[config.mk]
export PLATFORM = sky130hd
export DESIGN_NAME = sparse_chunk_encoder
export DESIGN_NICKNAME = d
export VERILOG_FILES = /design/src/rtl/sparse_chunk_encoder.sv
export SDC_FILE = /design/constraint.sdc
export NUM_CORES = 2
export LEC_CHECK = 0
export BUFFER_PORTS_ARGS = -buffer_cell sky130_fd_sc_hd__buf_4
export CORE_AREA = 2 2 460 462
export DETAILED_ROUTE_END_ITERATION = 8
export DIE_AREA = 0 0 462 464
export PLACE_DENSITY = 0.52
export SYNTH_ARGS = -nofsm -noshare
export SYNTH_HDL_FRONTEND = slang
export SYNTH_SLANG_ARGS = --single-unit
[constraint.sdc]
create_clock -name clk -period 70.2 [get_ports clk]
set_input_delay 3.51 -clock clk [delete_from_list [all_inputs] [get_ports clk]]
set_output_delay 3.51 -clock clk [all_outputs]
set_load 0.01 [all_outputs]
[src/rtl/sparse_chunk_encoder.sv]
// Sparse chunk encoder: collects up to CHUNK_SIZE dense elements, records a
// bitmap of which ones were nonzero and packs the nonzero values towards
// index 0. The encoded chunk is held on the output until it is accepted.
module sparse_chunk_encoder #(
  parameter int CHUNK_SIZE = 128,
  parameter int Q          = 8
) (
  input  logic                          clk,
  input  logic                          rst,
  input  logic                          in_valid,
  output logic                          in_ready,
  input  logic [Q-1:0]                  in_data,
  input  logic                          in_last,
  output logic                          out_valid,
  input  logic                          out_ready,
  output logic [CHUNK_SIZE-1:0]         out_sparsemap,
  output logic [Q-1:0]                  out_data [CHUNK_SIZE],
  output logic [$clog2(CHUNK_SIZE):0]   out_nnz
);

  localparam int IW = $clog2(CHUNK_SIZE);
  localparam int NW = IW + 1;

  typedef enum logic {COLLECT = 1'b0, HOLD = 1'b1} state_t;

  state_t                state_q;
  logic                  in_ready_q;
  logic                  out_valid_q;
  logic [IW-1:0]         idx_q;
  logic [IW-1:0]         idx_d;
  logic [NW-1:0]         nnz_q;
  logic [NW-1:0]         nnz_d;
  logic [CHUNK_SIZE-1:0] sparsemap_q;
  logic [CHUNK_SIZE-1:0] sparsemap_d;

  logic accept;
  logic in_nonzero;
  logic final_beat;
  logic out_fire;

  // in_ready_q is only ever high in COLLECT, so it alone qualifies a beat.
  assign accept     = in_valid & in_ready_q;
  assign in_nonzero = (in_data != '0);
  // in_last on the final slot is harmless: both terms lead to the same result.
  assign final_beat = (idx_q == IW'(CHUNK_SIZE - 1)) | in_last;
  assign out_fire   = out_valid_q & out_ready;

  assign idx_d       = final_beat ? '0 : idx_q + IW'(1);
  assign nnz_d       = nnz_q + NW'(in_nonzero);
  assign sparsemap_d = sparsemap_q | (CHUNK_SIZE'(in_nonzero) << idx_q);

  // Control FSM: element index, nonzero count, bitmap and handshake flags.
  always_ff @(posedge clk or posedge rst) begin
    if (rst) begin
      state_q     <= COLLECT;
      in_ready_q  <= 1'b0;
      out_valid_q <= 1'b0;
      idx_q       <= '0;
      nnz_q       <= '0;
      sparsemap_q <= '0;
    end else begin
      unique case (state_q)
        COLLECT: begin
          in_ready_q <= 1'b1;
          if (accept) begin
            idx_q       <= idx_d;
            nnz_q       <= nnz_d;
            sparsemap_q <= sparsemap_d;
            if (final_beat) begin
              state_q     <= HOLD;
              in_ready_q  <= 1'b0;
              out_valid_q <= 1'b1;
            end
          end
        end
        HOLD: begin
          if (out_fire) begin
            state_q     <= COLLECT;
            in_ready_q  <= 1'b1;
            out_valid_q <= 1'b0;
            nnz_q       <= '0;
            sparsemap_q <= '0;
          end
        end
      endcase
    end
  end

  // One storage slot per compacted position; slots past nnz stay zero.
  for (genvar gi = 0; gi < CHUNK_SIZE; gi++) begin : g_slot
    logic [Q-1:0] slot_q;

    // Capture the nonzero beat whose compacted position is this slot.
    always_ff @(posedge clk or posedge rst) begin
      if (rst) begin
        slot_q <= '0;
      end else if (out_fire) begin
        slot_q <= '0;
      end else if (accept && in_nonzero && (nnz_q == NW'(gi))) begin
        slot_q <= in_data;
      end
    end

    assign out_data[gi] = slot_q;
  end

  assign in_ready      = in_ready_q;
  assign out_valid     = out_valid_q;
  assign out_sparsemap = sparsemap_q;
  assign out_nnz       = nnz_q;

endmodule
==> flow_summary.ini <==
[timing]
post-route-period-util_pct = 11.4
finalHoldViolations = 0
timing.fmax_mhz = 125
timing.final.setup_violations = 0
final.min_clock_period_ns = 8.01
skew_ns = 0.0337
rsz_0062_raised_after_global_routing = no
worst-slew-pin-transition_ns = 1.17
slew_headroom_pct = 22.0
timing.final.max_slew_violations = 0
hold_slack_ns = 0.484
fin_tns_setup_ns = 0

[floorplanning]
ios = 1175
site_rows = 168
placeableCoreArea_mm2 = 0.209
die_height_um = 464
dieArea_mm2 = 0.214
initial_core_util_pct = 23.1
die_width_um = 462

[worst_setup_path]
path_max_fanout = 161
worstPathRequired_ns = 70.88
buf_inv_stages_crit_path = 6
worst_r2r_endpoint = g_slot[71].slot_q[4]
reg2reg_setup_slack_ns = 64.55
crit_path_frequent_cell = sky130_fd_sc_hd__buf_4
start_kind = primary input
cp_slowest_cell = sky130_fd_sc_hd__buf_4
cp_num_cells = 9
crit-reg2reg-launch = out_valid
reg2reg_depth = 8
timing.critical_path.arrival_ns = 8.70
setup.worst_path.end_class = flop
worst_path_dominant_cell_family = buffers and inverters
peak_per_stage_delay_on_the_critical_path_ns = 0.82
worstSetupPathType = primary input to flop
crit_chain = buf_4 > nand2_4 > buf_4 > buf_4 > buf_12 > buf_4 > buf_4 > nand2_1 > mux2i_1

[route]
drtAntennaViolNets = 0
detailedRoute.firstPassIterationCount = 6
drt-vias-per-instance = 4.44
postRouteWirelength_mm = 203
drt-initial-drc-count = 2420
post_route_drc = 0
detail_route.wl_per_cell_um = 25.0
dr_total_vias = 36100

[yosys]
synth_top_area_cell = sky130_fd_sc_hd__dfrtp_1
synth_register_bits = 1170
synth.cell_area_mm2 = 0.0482
synth.top_cell.area_share_pct = 60.7
synth.avg_cell_area_um2 = 11.7
synth_flop_cell = sky130_fd_sc_hd__dfrtp_1
ys_seq_area_share_pct = 60.7
synthDistinctLibCells = 57
synthesis.instances = 4123
post_synth_most_frequent_cells = 1238 x sky130_fd_sc_hd__nand2_1, 1170 x sky130_fd_sc_hd__dfrtp_1, 904 x sky130_fd_sc_hd__mux2i_1
synth_top_cells_by_area = sky130_fd_sc_hd__dfrtp_1 61%, sky130_fd_sc_hd__mux2i_1 19%, sky130_fd_sc_hd__nand2_1 9.6%, sky130_fd_sc_hd__clkbuf_1 2.1%, sky130_fd_sc_hd__a22o_1 1.6%
synthArstFlopShare_pct = 100
synthMostInstantiatedCell = sky130_fd_sc_hd__nand2_1
ys.warnings.count = 0
synth_enable_flop_cells = 0
synthesized_netlist_net_count = 4139

[hold_path]
min-delay-path-class = flop to flop
min_from = out_sparsemap[83]
hold_path_depth = 2
holdPathEnd = out_sparsemap[83]

[grt]
use_met2_pct = 29.4
global_route_usage_over_all_layers_pct = 18.3
antenna_found_initial = 2
global_route_met1_usage_pct = 22.6
globalRouteOverflowTotal = 0
grt_pass1_wl_mm = 285
global_route.peak_usage_layer = met2
largest_net_degree_at_the_start_of_global_routing = 189
vias_in_the_first_global_route = 36800
grt_use_met3_pct = 6.12

[power]
vdd_drop_max_uv = 23.5
powerDensity_mw_per_mm2 = 25.9
power.static_leakage_nw = 36.6

[cts]
htree_num_levels = 4
cts_tree = yes
count_of_hold_fix_buffers_inserted_at_cts = 0
postCtsSetupRepairBufs = 0
clock_insertion_delay_at_the_later_pin_of_the_skew_report_ns = 0.78
number_of_buffers_created_by_cts = 138
clock_path_buffers = 3
root_buffer_master = sky130_fd_sc_hd__clkbuf_16
cts.reportedPaths.clkPinSlew_ns = 0.06
clkSinkCount = 1170
ctsResizeCount = 0

[layout]
stdcell_area_mm2 = 0.0647
synthToLayoutAreaGrowth_pct = 34.2
fin_nets = 5233
final_layout_size_suffix_gt1_share_pct = 30.4

[placed_design]
finalWeightedCongestion = 0.806
detail_placement_hpwl_mm = 141
post_dp_cell_area_mm2 = 0.0602
portBuffers = 1174

[flow_run]
max_cap_violations = 0

[run_status]
outcome = finished clean
==> per-layer routing <==
| metal | wire length [um] | share of wire, % | vias to the layer above |
|---|---|---|---|
| met3 | 18200 | 9.0 | 280 |
| li1 | - | - | 16000 |
| met4 | 7810 | 3.8 | 0 |
| met5 | 0 | 0 | - |
| met1 | 82700 | 41 | 18600 |
| met2 | 94200 | 46 | 1308 |
==> cell type report <==
| cell class | count | area, um^2 |
|---|---|---|
| fill | 21500 | 144000 |
| sequential | 1170 | 29300 |
| multi-input combinational | 2652 | 17900 |
| timing repair buffer | 1252 | 9450 |
| clock buffer | 193 | 3900 |
| tap | 2805 | 3510 |
| clock inverter | 47 | 663 |
| inverter | 3 | 18.8 |
| antenna | 4 | 10.0 |
==> tightest hold or removal path: stages (launching register included) <==
cell and delay, ns:
sky130_fd_sc_hd__dfrtp_1 0.34, sky130_fd_sc_hd__nand2_1 0.05, sky130_fd_sc_hd__o21ai_0 0.06
==> cells in the final DEF (no fill, tap or decap), types with 9 or more instances in the layout <==
master	n
sky130_fd_sc_hd__nand2_1	1229
sky130_fd_sc_hd__o21ai_1	39
sky130_fd_sc_hd__buf_4	1248
sky130_fd_sc_hd__clkbuf_8	24
sky130_fd_sc_hd__mux2i_1	904
sky130_fd_sc_hd__a22o_1	87
sky130_fd_sc_hd__clkbuf_1	31
sky130_fd_sc_hd__clkinv_2	18
sky130_fd_sc_hd__nand2_2	68
sky130_fd_sc_hd__nand2_8	20
sky130_fd_sc_hd__nor2_4	13
sky130_fd_sc_hd__nand2_4	19
sky130_fd_sc_hd__clkbuf_16	138
sky130_fd_sc_hd__nand3_1	11
sky130_fd_sc_hd__nor2_1	28
sky130_fd_sc_hd__o21ai_0	127
sky130_fd_sc_hd__nor3_1	9
sky130_fd_sc_hd__nand2b_1	9
sky130_fd_sc_hd__dfrtp_1	1170
sky130_fd_sc_hd__a2111oi_4	19
==> power breakdown <==
part	internal, mW	switching (mW)
clock network	0.418	0.309
registers	0.688	0.0153
logic	0.0470	0.202
==> cell families after synthesis <==
group                    synth area share [%]
AO/OA/AOI/OAI                            4.51
multiplexers                             18.8
AND/OR/NAND/NOR                          13.2
buffers and inverters                    2.57
flip-flops                               60.7
adder cells (fa/ha/maj)                0.0778
XOR/XNOR                                0.145
==> per-stage QoR <==
stage               power (mW)  setup WS, ns  util, %  std cells
floorplan                0.847         33.73        -       4123
global placement         0.968         61.57     28.8       7882
detailed placement       0.969         61.49     28.8       7882
CTS                       1.70         62.34     30.9       8122
global route              1.74         61.93     30.9       8123
finish                    1.68         62.19     31.0       8126
==> worst max path at each step <==
| stage | slack, ns | end | startpoint |
|---|---|---|---|
| 3_5_place_dp | 61.49 | g_slot[71].slot_q[4] | out_ready |
| 4_1_cts | 62.34 | g_slot[71].slot_q[4] | out_ready |
| 2_1_floorplan | 33.73 | g_slot[0].slot_q[0] | rst |
| 5_1_grt | 61.93 | g_slot[63].slot_q[3] | out_ready |
| 3_3_place_gp | 61.57 | g_slot[72].slot_q[3] | out_ready |
| 6_report | 62.19 | g_slot[71].slot_q[4] | out_ready |
==> registers in the layout (all words and copies together) (netlist names) <==
signal and cells:
in_ready 1, out_nnz 8, idx_q 7, state_q 1
g_slot.slot_q 1024, out_sparsemap 128, out_valid 1
Note: power is estimated with default switching activity, not from simulation.
